--- src/rtl/param_fifo_pkg.sv ---
// Shared definitions for the parametrised FIFO: default sizes, level width helper, status bundle.
// Latency: n/a (types and constants only).
// Backpressure: n/a.
package param_fifo_pkg;

  localparam int PARAM_FIFO_DEF_WIDTH = 4;
  localparam int PARAM_FIFO_DEF_DEPTH = 10;

  // Width needed to hold every level value from 0 to depth inclusive.
  function automatic int lvl_w(input int depth);
    return $clog2(depth + 1);
  endfunction

  // Status flags, all derived from the registered fill level.
  typedef struct packed {
    logic full;
    logic empty;
    logic almost_full;
    logic almost_empty;
  } fifo_status_t;

endpackage

--- src/rtl/param_fifo_if.sv ---
// Producer/consumer handshake bundle plus fill status for param_fifo (PARAM_FIFO_WMARK_EN adds max_level).
// Latency: n/a (wires only).
// Backpressure: in_ready/out_valid carry the FIFO's full/empty backpressure.
interface param_fifo_if
  import param_fifo_pkg::*;
#(
  parameter int WIDTH = PARAM_FIFO_DEF_WIDTH,
  parameter int DEPTH = PARAM_FIFO_DEF_DEPTH
);
  localparam int LW = lvl_w(DEPTH);

  logic             flush;
  logic             in_valid;
  logic             in_ready;
  logic [WIDTH-1:0] in_data;
  logic             out_valid;
  logic             out_ready;
  logic [WIDTH-1:0] out_data;
  logic [LW-1:0]    level;
  logic             full;
  logic             empty;
  logic             almost_full;
  logic             almost_empty;
`ifdef PARAM_FIFO_WMARK_EN
  logic [LW-1:0]    max_level;
`endif

  // Environment side: drives the producer/consumer controls, observes the FIFO.
  modport master (
    output flush, in_valid, in_data, out_ready,
    input  in_ready, out_valid, out_data, level,
           full, empty, almost_full, almost_empty
`ifdef PARAM_FIFO_WMARK_EN
    , input max_level
`endif
  );

  // FIFO side.
  modport slave (
    input  flush, in_valid, in_data, out_ready,
    output in_ready, out_valid, out_data, level,
           full, empty, almost_full, almost_empty
`ifdef PARAM_FIFO_WMARK_EN
    , output max_level
`endif
  );

endinterface

--- src/rtl/param_fifo_ptr.sv ---
// Wrap-around index register counting 0..DEPTH-1, for any DEPTH (not just powers of two).
// Latency: advances on the edge where inc is sampled high.
// Backpressure: none; rst/clr override inc.
module param_fifo_ptr #(
  parameter int DEPTH = 10
) (
  input  logic                     clk,
  input  logic                     rst,
  input  logic                     clr,
  input  logic                     inc,
  output logic [$clog2(DEPTH)-1:0] ptr
);
  localparam int PW = $clog2(DEPTH);
  localparam logic [PW-1:0] LAST = PW'(DEPTH - 1);
  localparam logic [PW-1:0] ONE  = PW'(1);

  // Clear to zero, otherwise step and wrap explicitly from the last slot back to zero.
  always_ff @(posedge clk) begin
    if (rst || clr) begin
      ptr <= '0;
    end else if (inc) begin
      ptr <= (ptr == LAST) ? '0 : ptr + ONE;
    end
  end

endmodule

--- src/rtl/param_fifo.sv ---
// Synchronous show-ahead FIFO with level counter, almost thresholds and flush; PARAM_FIFO_WMARK_EN adds a peak-level register.
// Latency: 1 cycle write-to-read; status flags follow the causing edge by one cycle.
// Backpressure: in_ready = !full (no pass-through when full), out_valid = !empty (no bypass when empty).
module param_fifo
  import param_fifo_pkg::*;
#(
  parameter int WIDTH     = PARAM_FIFO_DEF_WIDTH,
  parameter int DEPTH     = PARAM_FIFO_DEF_DEPTH,
  parameter int AF_THRESH = DEPTH - 2,
  parameter int AE_THRESH = 2
) (
  input logic        clk,
  input logic        rst,
  param_fifo_if.slave bus
);
  localparam int PW = $clog2(DEPTH);
  localparam int LW = lvl_w(DEPTH);
  localparam logic [LW-1:0] ONE    = LW'(1);
  localparam logic [LW-1:0] FULL_L = LW'(DEPTH);
  localparam logic [LW-1:0] AF_L   = LW'(AF_THRESH);
  localparam logic [LW-1:0] AE_L   = LW'(AE_THRESH);

  logic [WIDTH-1:0] mem [DEPTH];
  logic [PW-1:0]    wr_ptr;
  logic [PW-1:0]    rd_ptr;
  logic [LW-1:0]    level;
  logic [LW-1:0]    level_nxt;
  logic             push;
  logic             pop;
  logic             clr;
  fifo_status_t     stat;

  // Flush is a plain synchronous clear; reset is handled alongside it everywhere.
  assign clr  = bus.flush;
  assign push = bus.in_valid && !stat.full;
  assign pop  = bus.out_ready && !stat.empty;

  param_fifo_ptr #(.DEPTH(DEPTH)) u_wr_ptr (
    .clk (clk),
    .rst (rst),
    .clr (clr),
    .inc (push),
    .ptr (wr_ptr)
  );

  param_fifo_ptr #(.DEPTH(DEPTH)) u_rd_ptr (
    .clk (clk),
    .rst (rst),
    .clr (clr),
    .inc (pop),
    .ptr (rd_ptr)
  );

  // Store accepted data; a push coinciding with reset or flush is dropped. Storage itself is never cleared.
  always_ff @(posedge clk) begin
    if (push && !rst && !clr) begin
      mem[wr_ptr] <= bus.in_data;
    end
  end

  // Next fill level: clear wins, push+pop cancels out.
  always_comb begin
    level_nxt = level;
    if (rst || clr) begin
      level_nxt = '0;
    end else if (push && !pop) begin
      level_nxt = level + ONE;
    end else if (pop && !push) begin
      level_nxt = level - ONE;
    end
  end

  // Fill level register.
  always_ff @(posedge clk) begin
    level <= level_nxt;
  end

  // All flags come from the registered level, so they settle one cycle after the causing edge.
  always_comb begin
    stat.full         = (level == FULL_L);
    stat.empty        = (level == '0);
    stat.almost_full  = (level >= AF_L);
    stat.almost_empty = (level <= AE_L);
  end

  assign bus.level        = level;
  assign bus.full         = stat.full;
  assign bus.empty        = stat.empty;
  assign bus.almost_full  = stat.almost_full;
  assign bus.almost_empty = stat.almost_empty;
  assign bus.in_ready     = !stat.full;
  assign bus.out_valid    = !stat.empty;
  assign bus.out_data     = mem[rd_ptr];

`ifdef PARAM_FIFO_WMARK_EN
  logic [LW-1:0] max_level;

  // Track the highest level seen since the last reset or flush.
  always_ff @(posedge clk) begin
    if (rst || clr) begin
      max_level <= '0;
    end else if (level_nxt > max_level) begin
      max_level <= level_nxt;
    end
  end

  assign bus.max_level = max_level;
`endif

endmodule

--- src/flat_wrapper.sv ---
// flat-port wrapper written by rule: the top's interface ports become plain ports
module param_fifo_flat import param_fifo_pkg::*;
#(
  parameter int WIDTH     = PARAM_FIFO_DEF_WIDTH,
  parameter int DEPTH     = PARAM_FIFO_DEF_DEPTH,
  parameter int AF_THRESH = DEPTH - 2,
  parameter int AE_THRESH = 2
)
  (clk, rst, bus_flush, bus_in_valid, bus_in_data, bus_out_ready, bus_in_ready, bus_out_valid, bus_out_data, bus_level, bus_full, bus_empty, bus_almost_full, bus_almost_empty);
  param_fifo_if #(.WIDTH(WIDTH), .DEPTH(DEPTH)) bus_i ();
  input logic clk;
  input logic rst;
  input wire logic [$bits(bus_i.flush)-1:0] bus_flush;
  input wire logic [$bits(bus_i.in_valid)-1:0] bus_in_valid;
  input wire logic [$bits(bus_i.in_data)-1:0] bus_in_data;
  input wire logic [$bits(bus_i.out_ready)-1:0] bus_out_ready;
  output wire logic [$bits(bus_i.in_ready)-1:0] bus_in_ready;
  output wire logic [$bits(bus_i.out_valid)-1:0] bus_out_valid;
  output wire logic [$bits(bus_i.out_data)-1:0] bus_out_data;
  output wire logic [$bits(bus_i.level)-1:0] bus_level;
  output wire logic [$bits(bus_i.full)-1:0] bus_full;
  output wire logic [$bits(bus_i.empty)-1:0] bus_empty;
  output wire logic [$bits(bus_i.almost_full)-1:0] bus_almost_full;
  output wire logic [$bits(bus_i.almost_empty)-1:0] bus_almost_empty;
  assign bus_i.flush = bus_flush;
  assign bus_i.in_valid = bus_in_valid;
  assign bus_i.in_data = bus_in_data;
  assign bus_i.out_ready = bus_out_ready;
  assign bus_in_ready = bus_i.in_ready;
  assign bus_out_valid = bus_i.out_valid;
  assign bus_out_data = bus_i.out_data;
  assign bus_level = bus_i.level;
  assign bus_full = bus_i.full;
  assign bus_empty = bus_i.empty;
  assign bus_almost_full = bus_i.almost_full;
  assign bus_almost_empty = bus_i.almost_empty;
  param_fifo #(.WIDTH(WIDTH), .DEPTH(DEPTH), .AF_THRESH(AF_THRESH), .AE_THRESH(AE_THRESH)) u_core (.clk(clk), .rst(rst), .bus(bus_i));
endmodule
--- config.mk ---
export PLATFORM = sky130hd
export DESIGN_NAME = param_fifo_flat
export DESIGN_NICKNAME = d
export VERILOG_FILES = /design/src/rtl/param_fifo_pkg.sv /design/src/rtl/param_fifo_if.sv /design/src/rtl/param_fifo_ptr.sv /design/src/rtl/param_fifo.sv /design/src/flat_wrapper.sv
export SDC_FILE = /design/constraint.sdc
export NUM_CORES = 1
export LEC_CHECK = 0
export CAP_MARGIN = 5
export CORE_ASPECT_RATIO = 0.75
export CORE_MARGIN = 2
export CORE_UTILIZATION = 59
export DETAILED_ROUTE_END_ITERATION = 10
export GPL_TIMING_DRIVEN = 1
export PLACE_DENSITY = 0.9
export SETUP_SLACK_MARGIN = 0.1
export SLEW_MARGIN = 5
export SYNTH_ARGS = -nofsm -noshare
export SYNTH_HDL_FRONTEND = slang
export SYNTH_SLANG_ARGS = --single-unit
--- constraint.sdc ---
create_clock -name clk -period 5.5 [get_ports clk]
set_clock_uncertainty 0.05 [all_clocks]
set_input_delay 0.55 -clock clk [delete_from_list [all_inputs] [get_ports clk]]
set_output_delay 0.55 -clock clk [all_outputs]
set_load 0.02 [all_outputs]
==> qor.txt, run 1 <==
Status - finished clean
FFs w/ async S/R, synth - 0
Fin. Hold Viols - 0
PortBufs - 22
Synth Register Bits - 56
Critical Path Max Stage Delay - 1060 ps
I/O Pins - 23
Crit Path Class - flip-flop to output port
Post-Syn Nets - 191
RSZ-0062 raised after global routing - false
Clock power frac - 0.286
DR vias/cell - 5.93
Layout Area Growth over Synthesis - 14.5%
Clk buf depth - 2
Worst Hold Class - flip-flop to flip-flop
Worst setup SP type - flip-flop
Largest family of logic cells by synthesized area - multiplexers
Mapped cell area - 2380 µm²
Tot Pwr - 0.821 mW
Via count - 1494
Total global-route track usage - 0.221
DP Cell Count - 244
Pre-CTS setup slack - 2370 ps
Power Density - 301 nW/µm²
Fin area - 2730 µm²
Slew Limit Fails - 0
DP Area - 2630 µm²
Worst skew pair latency - 310 ps
Detail Route Antenna Nets - 0
Switching share of power - 0.257
Complex-gate fraction of the synthesized area - 0.0488
Avg Cell Area, Syn - 13.4 µm²
Hold Buf Count CTS - 0
Logic pwr share - 0.140
Post-route setup TNS - 0 ps
Die width - 77.4 µm
Largest net degree at the start of global routing - 21
XOR/XNOR Fraction of Synth Area - 0.0221
Int Power - 0.610 mW
Cells after Synth - 178
Seq pwr share - 0.574
Max Fclk - 0.285 GHz
GRT overflow - 0
Switching power - 0.211 mW
CTS HTree Levels - 2
CTS resizes - 0
Ys Warns - 0
Core Box Area - 3760 µm²
Synth cell types - 33
Critical Path Sink Type - output port
Die Area - 4570 µm²
Root Driver - clkbuf_8
Antenna cell count - 0
Cell row count - 19
DR WL/cell - 18.0 µm
Peak supply drop - 0.184 mV
Critical Path AT - 2910 ps
P_leak - 0.879 nW
Global-route wire length before repair - 7400 µm
Synth area leaders - edfxtp_1 50%, dfxtp_1 13%, mux2i_1 7.1%
Nets - 212
Post-synthesis mux area share - 0.128
Max Cap Viol - 0
EDFF count, synth - 40
Clock slew at reported path FFs - 110 ps
Min-delay src - u_core.u_wr_ptr.ptr[3]
Synth Area in Adders - 0.0242
Share of post-route cells with drive strength above 1 - 0.115
Setup violations, final - 0
Yosys top cell area share - 0.504
Final worst slack - 1990 ps
Dominant synthesized flop cell - edfxtp_1
Tcrit/Tclk final - 0.637
CTS tree - yes
Postcts setup bufs - 0
Final cell count without fillers - 252
Slew Limit Headroom - 0.274
Starting Density - 0.634
Vias in the first global route - 1504
Global Route met2 Usage - 0.369
GPL Wtd Cong - 0.843
DRT Pass-1 Iters - 5
Tmin final - 3510 ps
Global routing's busiest layer - met2
First DRT Iteration DRCs - 201
GRT met1 Usage - 0.291
Worst-path fanout max - 20
Simple-gate area share of the yosys netlist - 0.113
DRC viols - 0
Global routing usage on met3 - 0.0549
Clock Sinks - 56
Worst path slowest cell - dfxtp_1
Final wirelength - 4540 µm
Measured slew at the worst slew-check pin - 1090 ps
Crit-path cells - mux2i_1 -> mux4_2 -> o21ai_1 -> clkdlybuf4s50_1
CP required - 4900 ps
FF-to-FF Start - u_core.bus.level[0]
Cell taking the most area after synthesis - edfxtp_1
Post-synthesis sequential area ratio - 0.639
Num CTS Buffers - 5
Die Y - 59.0 µm
Initial antenna violation count - 0
Hpwl dp - 3390 µm
final timing paths:
check	endpoint	slack, ps	depth (start not counted)
min reg2reg	u_core.u_wr_ptr.ptr[3]	480	2
max	bus_out_data[0]	1990	4
min	u_core.u_wr_ptr.ptr[3]	480	2
max reg2reg	u_core.bus.level[3]	2850	9
cells by family (layout without fill, tap and decap cells):
| group | count (synthesis) | after routing |
|---|---|---|
| buf+inv | 14 | 36 |
| fa+ha+maj | 4 | 4 |
| flops | 56 | 56 |
| compound gates | 19 | 19 |
| mux | 25 | 25 |
| simple gates | 54 | 54 |
| xor+xnor | 6 | 6 |
power by group through the flow:
stage | registers [mW] | logic, mW | clock network [mW]
after floorplan | 0.477 | 0.0716 | 0
after global placement | 0.479 | 0.108 | 0
after detailed placement | 0.480 | 0.115 | 0
after CTS | 0.471 | 0.115 | 0.235
after global routing | 0.473 | 0.122 | 0.251
final | 0.471 | 0.115 | 0.235
critical path, delay by kind of cell, from the launching register on:
| kind | cells | cell delay [ps] |
|---|---|---|
| compound gates | 1 | 120 |
| buf+inv | 1 | 610 |
| mux | 2 | 800 |
| flops | 1 | 1060 |
stage by stage:
stage	util	hold slack, ps
2_1_floorplan	-	421
3_3_place_gp	0.700	437
3_5_place_dp	0.700	457
4_1_cts	0.726	472
5_1_grt	0.726	533
6_report	0.726	477
metal layers:
layer | vias to the layer above | share of wire
li1 | 690 | -
met1 | 706 | 0.43
met2 | 82 | 0.48
met3 | 16 | 0.069
met4 | 0 | 0.019
met5 | - | 0
cells in the final DEF (no fill, tap or decap), drive strengths merged:
cell type,instances
a211oi,2
nand2,12
a41o,1
edfxtp,40
a21oi,6
nor2,20
a211o,2
or2,1
nor2b,5
or3,1
nor3,6
xor2,2
nand2b,2
nand4bb,1
mux2,4
xnor2,4
ha,3
mux4,4
a31o,1
dfxtp,16
nand3,5
fa,1
clkbuf,5
clkdlybuf4s50,22
or4,1
inv,9
o21ai,7
mux2i,17
Yosys cell counts, types with 2 or more instances:
cell type	count
ha_1	3
a211o_1	2
xnor2_1	4
buf_4	2
nor2_1	20
o21ai_1	6
a21oi_1	6
dfxtp_1	16
nor2b_1	5
a211oi_1	2
xor2_1	2
nand2b_1	2
mux2i_1	17
inv_1	5
buf_1	2
edfxtp_1	40
nand3_1	4
clkbuf_1	4
nand2_1	12
nor3_1	5
mux4_2	4
mux2_2	4
registers in the layout, indices dropped and copies added, names as in the netlist, named ones only:
name                 flops
u_core.u_rd_ptr.ptr      4
u_core.mem              40
u_core.bus.level         4
u_core.u_wr_ptr.ptr      4
layout make-up:
| class | count | area (µm²) |
|---|---|---|
| clock inverters | 3 | 28.8 |
| clock buffers | 5 | 68.8 |
| well taps | 52 | 65.1 |
| repair buffers | 22 | 220 |
| fillers | 258 | 1030 |
| inverters | 6 | 22.5 |
| flip-flops and latches | 56 | 1520 |
| multi-input cells | 108 | 801 |
(Power assumes the default switching activity.)
==> run 2: changes to the inputs <==
--- a/config.mk
+++ b/config.mk
@@ -8,10 +8,10 @@
 export CAP_MARGIN = 5
 export CORE_ASPECT_RATIO = 0.75
 export CORE_MARGIN = 2
-export CORE_UTILIZATION = 59
+export CORE_UTILIZATION = 50
 export DETAILED_ROUTE_END_ITERATION = 10
 export GPL_TIMING_DRIVEN = 1
-export PLACE_DENSITY = 0.9
+export PLACE_DENSITY = 0.82
 export SETUP_SLACK_MARGIN = 0.1
 export SLEW_MARGIN = 5
 export SYNTH_ARGS = -nofsm -noshare
==> constraint.sdc (replaced) <==
create_clock -name clk -period 2.9 [get_ports clk]
set_clock_uncertainty 0.05 [all_clocks]
set_input_delay 0.29 -clock clk [delete_from_list [all_inputs] [get_ports clk]]
set_output_delay 0.29 -clock clk [all_outputs]
set_load 0.02 [all_outputs]
==> run 2 against run 1 <==
  * Sequential share of layout area decreased by 0.56 points
  * Sequential power increased by 88%
  * Critical path depth increased by 1
  * Global-route usage decreased by 6.0 points
  * Via count decreased by 8.6%
  * Final area increased by 1.1%
==> qor.txt, run 2 (same netlist as run 1, synthesis figures left out) <==
Worst setup SP type - flip-flop
Antenna cell count - 0
Vias in the first global route - 1252
Tmin final - 2680 ps
Die Area - 5340 µm²
PortBufs - 22
DRT Pass-1 Iters - 4
Total global-route track usage - 0.161
Clk buf depth - 2
Commonest non-fill, non-tap cells in the layout - 40 x edfxtp_1, 22 x clkdlybuf4s50_1, 20 x nor2_1, 17 x mux2i_1, 15 x dfxtp_1
Slew Limit Fails - 0
P_leak - 0.896 nW
Share of post-route cells with drive strength above 1 - 0.127
Tcrit/Tclk final - 0.924
Hpwl dp - 2720 µm
Setup violations, final - 0
DP Area - 2670 µm²
CP required - 2560 ps
Critical Path Max Stage Delay - 610 ps
Core Box Area - 4520 µm²
Worst-path fanout max - 11
Status - finished clean
GRT overflow - 0
Post-Route Utilization - 0.610
I/O Pins - 23
WHS - 472 ps
Fin. Hold Viols - 0
Final worst slack - 219 ps
Clock Sinks - 56
Nets - 216
Fillers - 362
Die Y - 63.8 µm
Power Density - 552 nW/µm²
Pre-CTS setup slack - 375 ps
Final wirelength - 3830 µm
Fin area - 2760 µm²
Starting Density - 0.527
Worst path slowest cell - clkdlybuf4s50_1
Via count - 1365
Largest net degree at the start of global routing - 16
Peak supply drop - 0.273 mV
DP Cell Count - 253
RSZ-0062 raised after global routing - false
Crit-path cells - buf_4 -> mux2i_1 -> mux4_2 -> o21ai_1 -> clkdlybuf4s50_1
Largest Register - u_core.mem
Measured slew at the worst slew-check pin - 585 ps
DRC viols - 0
Max Cap Viol - 0
Root Driver - clkbuf_8
Final cell count without fillers - 261
Worst Hold Class - flip-flop to flip-flop
Cell row count - 21
CTS HTree Levels - 2
Layout Area Growth over Synthesis - 15.8%
Postcts setup bufs - 0
Initial antenna violation count - 0
Critical Path AT - 2340 ps
Num CTS Buffers - 5
DR WL/cell - 14.7 µm
Slew Limit Headroom - 0.607
GPL Wtd Cong - 0.770
Worst skew pair latency - 300 ps
Crit Path Class - flip-flop to output port
Clock slew at reported path FFs - 90 ps
First DRT Iteration DRCs - 77
Tot Pwr - 1.52 mW
Detail Route Antenna Nets - 0
CTS tree - yes
Critical Path Sink Type - output port
Max Fclk - 0.373 GHz
Die width - 83.7 µm
DR vias/cell - 5.23
Leading cell type in the layout, fill and taps excluded - edfxtp_1
Post-route setup TNS - 0 ps
Max reg flops - 40
Global-route wire length before repair - 6320 µm
==> run 2: cell types whose count changed in the layout (fill, tap and decap cells not counted) <==
| cell | before | now |
|---|---|---|
| buf_4 | 0 | 4 |
| clkbuf_1 | 0 | 2 |
| clkbuf_8 | 5 | 6 |
| dfxtp_1 | 16 | 15 |
| dfxtp_2 | 0 | 1 |
| inv_6 | 2 | 0 |
| inv_8 | 1 | 0 |
==> run 2: area by class of cell <==
class | instances | area [µm²] | area share
inverters | 6 | 22.5 | 0.00817
well taps | 57 | 71.3 | 0.0259
multi-input cells | 108 | 801 | 0.290
clock buffers | 8 | 90.1 | 0.0327
repair buffers | 26 | 250 | 0.0907
flip-flops and latches | 56 | 1520 | 0.552
==> run 2: metal layers <==
| metal | wire (µm) | global-route usage |
|---|---|---|
| met5 | 0 | 0 |
| met3 | 158 | 0.0388 |
| met2 | 1630 | 0.215 |
| met4 | 16 | 0.0786 |
| met1 | 2020 | 0.245 |
==> run 2: path summary, 6_finish.rpt <==
check | from | to | slack, ps | cells past startpoint
setup / recovery | flip-flop | bus_out_data[0] | 220 | 5
hold / removal | u_core.u_rd_ptr.ptr[1] | flip-flop | 470 | 2
setup reg to reg | u_core.bus.level[0] | u_core.bus.level[3] | 330 | 9
hold reg to reg | u_core.u_rd_ptr.ptr[1] | flip-flop | 470 | 2
==> run 2: timing repair <==
item / 4_1_cts / 5_1_grt
hold endpoints to repair: 0 / 0
gates resized for setup: 1 / 0
endpoints found under the setup margin: 2 / 0
hold buffers: 0 / 0
==> run 2: report_power, final <==
part	switching, mW	leakage [nW]	internal (mW)	total, mW
clock	0.222	0.0455	0.195	0.417
combinational	0.112	0.360	0.108	0.220
sequential	0.0197	0.490	0.867	0.887
total	0.353	0.896	1.17	1.52
==> run 2: critical path: cells and delay by family (launching register included) <==
kind,cells,cell delay (ps)
buf+inv,2,870
mux,2,580
flops,1,440
compound gates,1,140
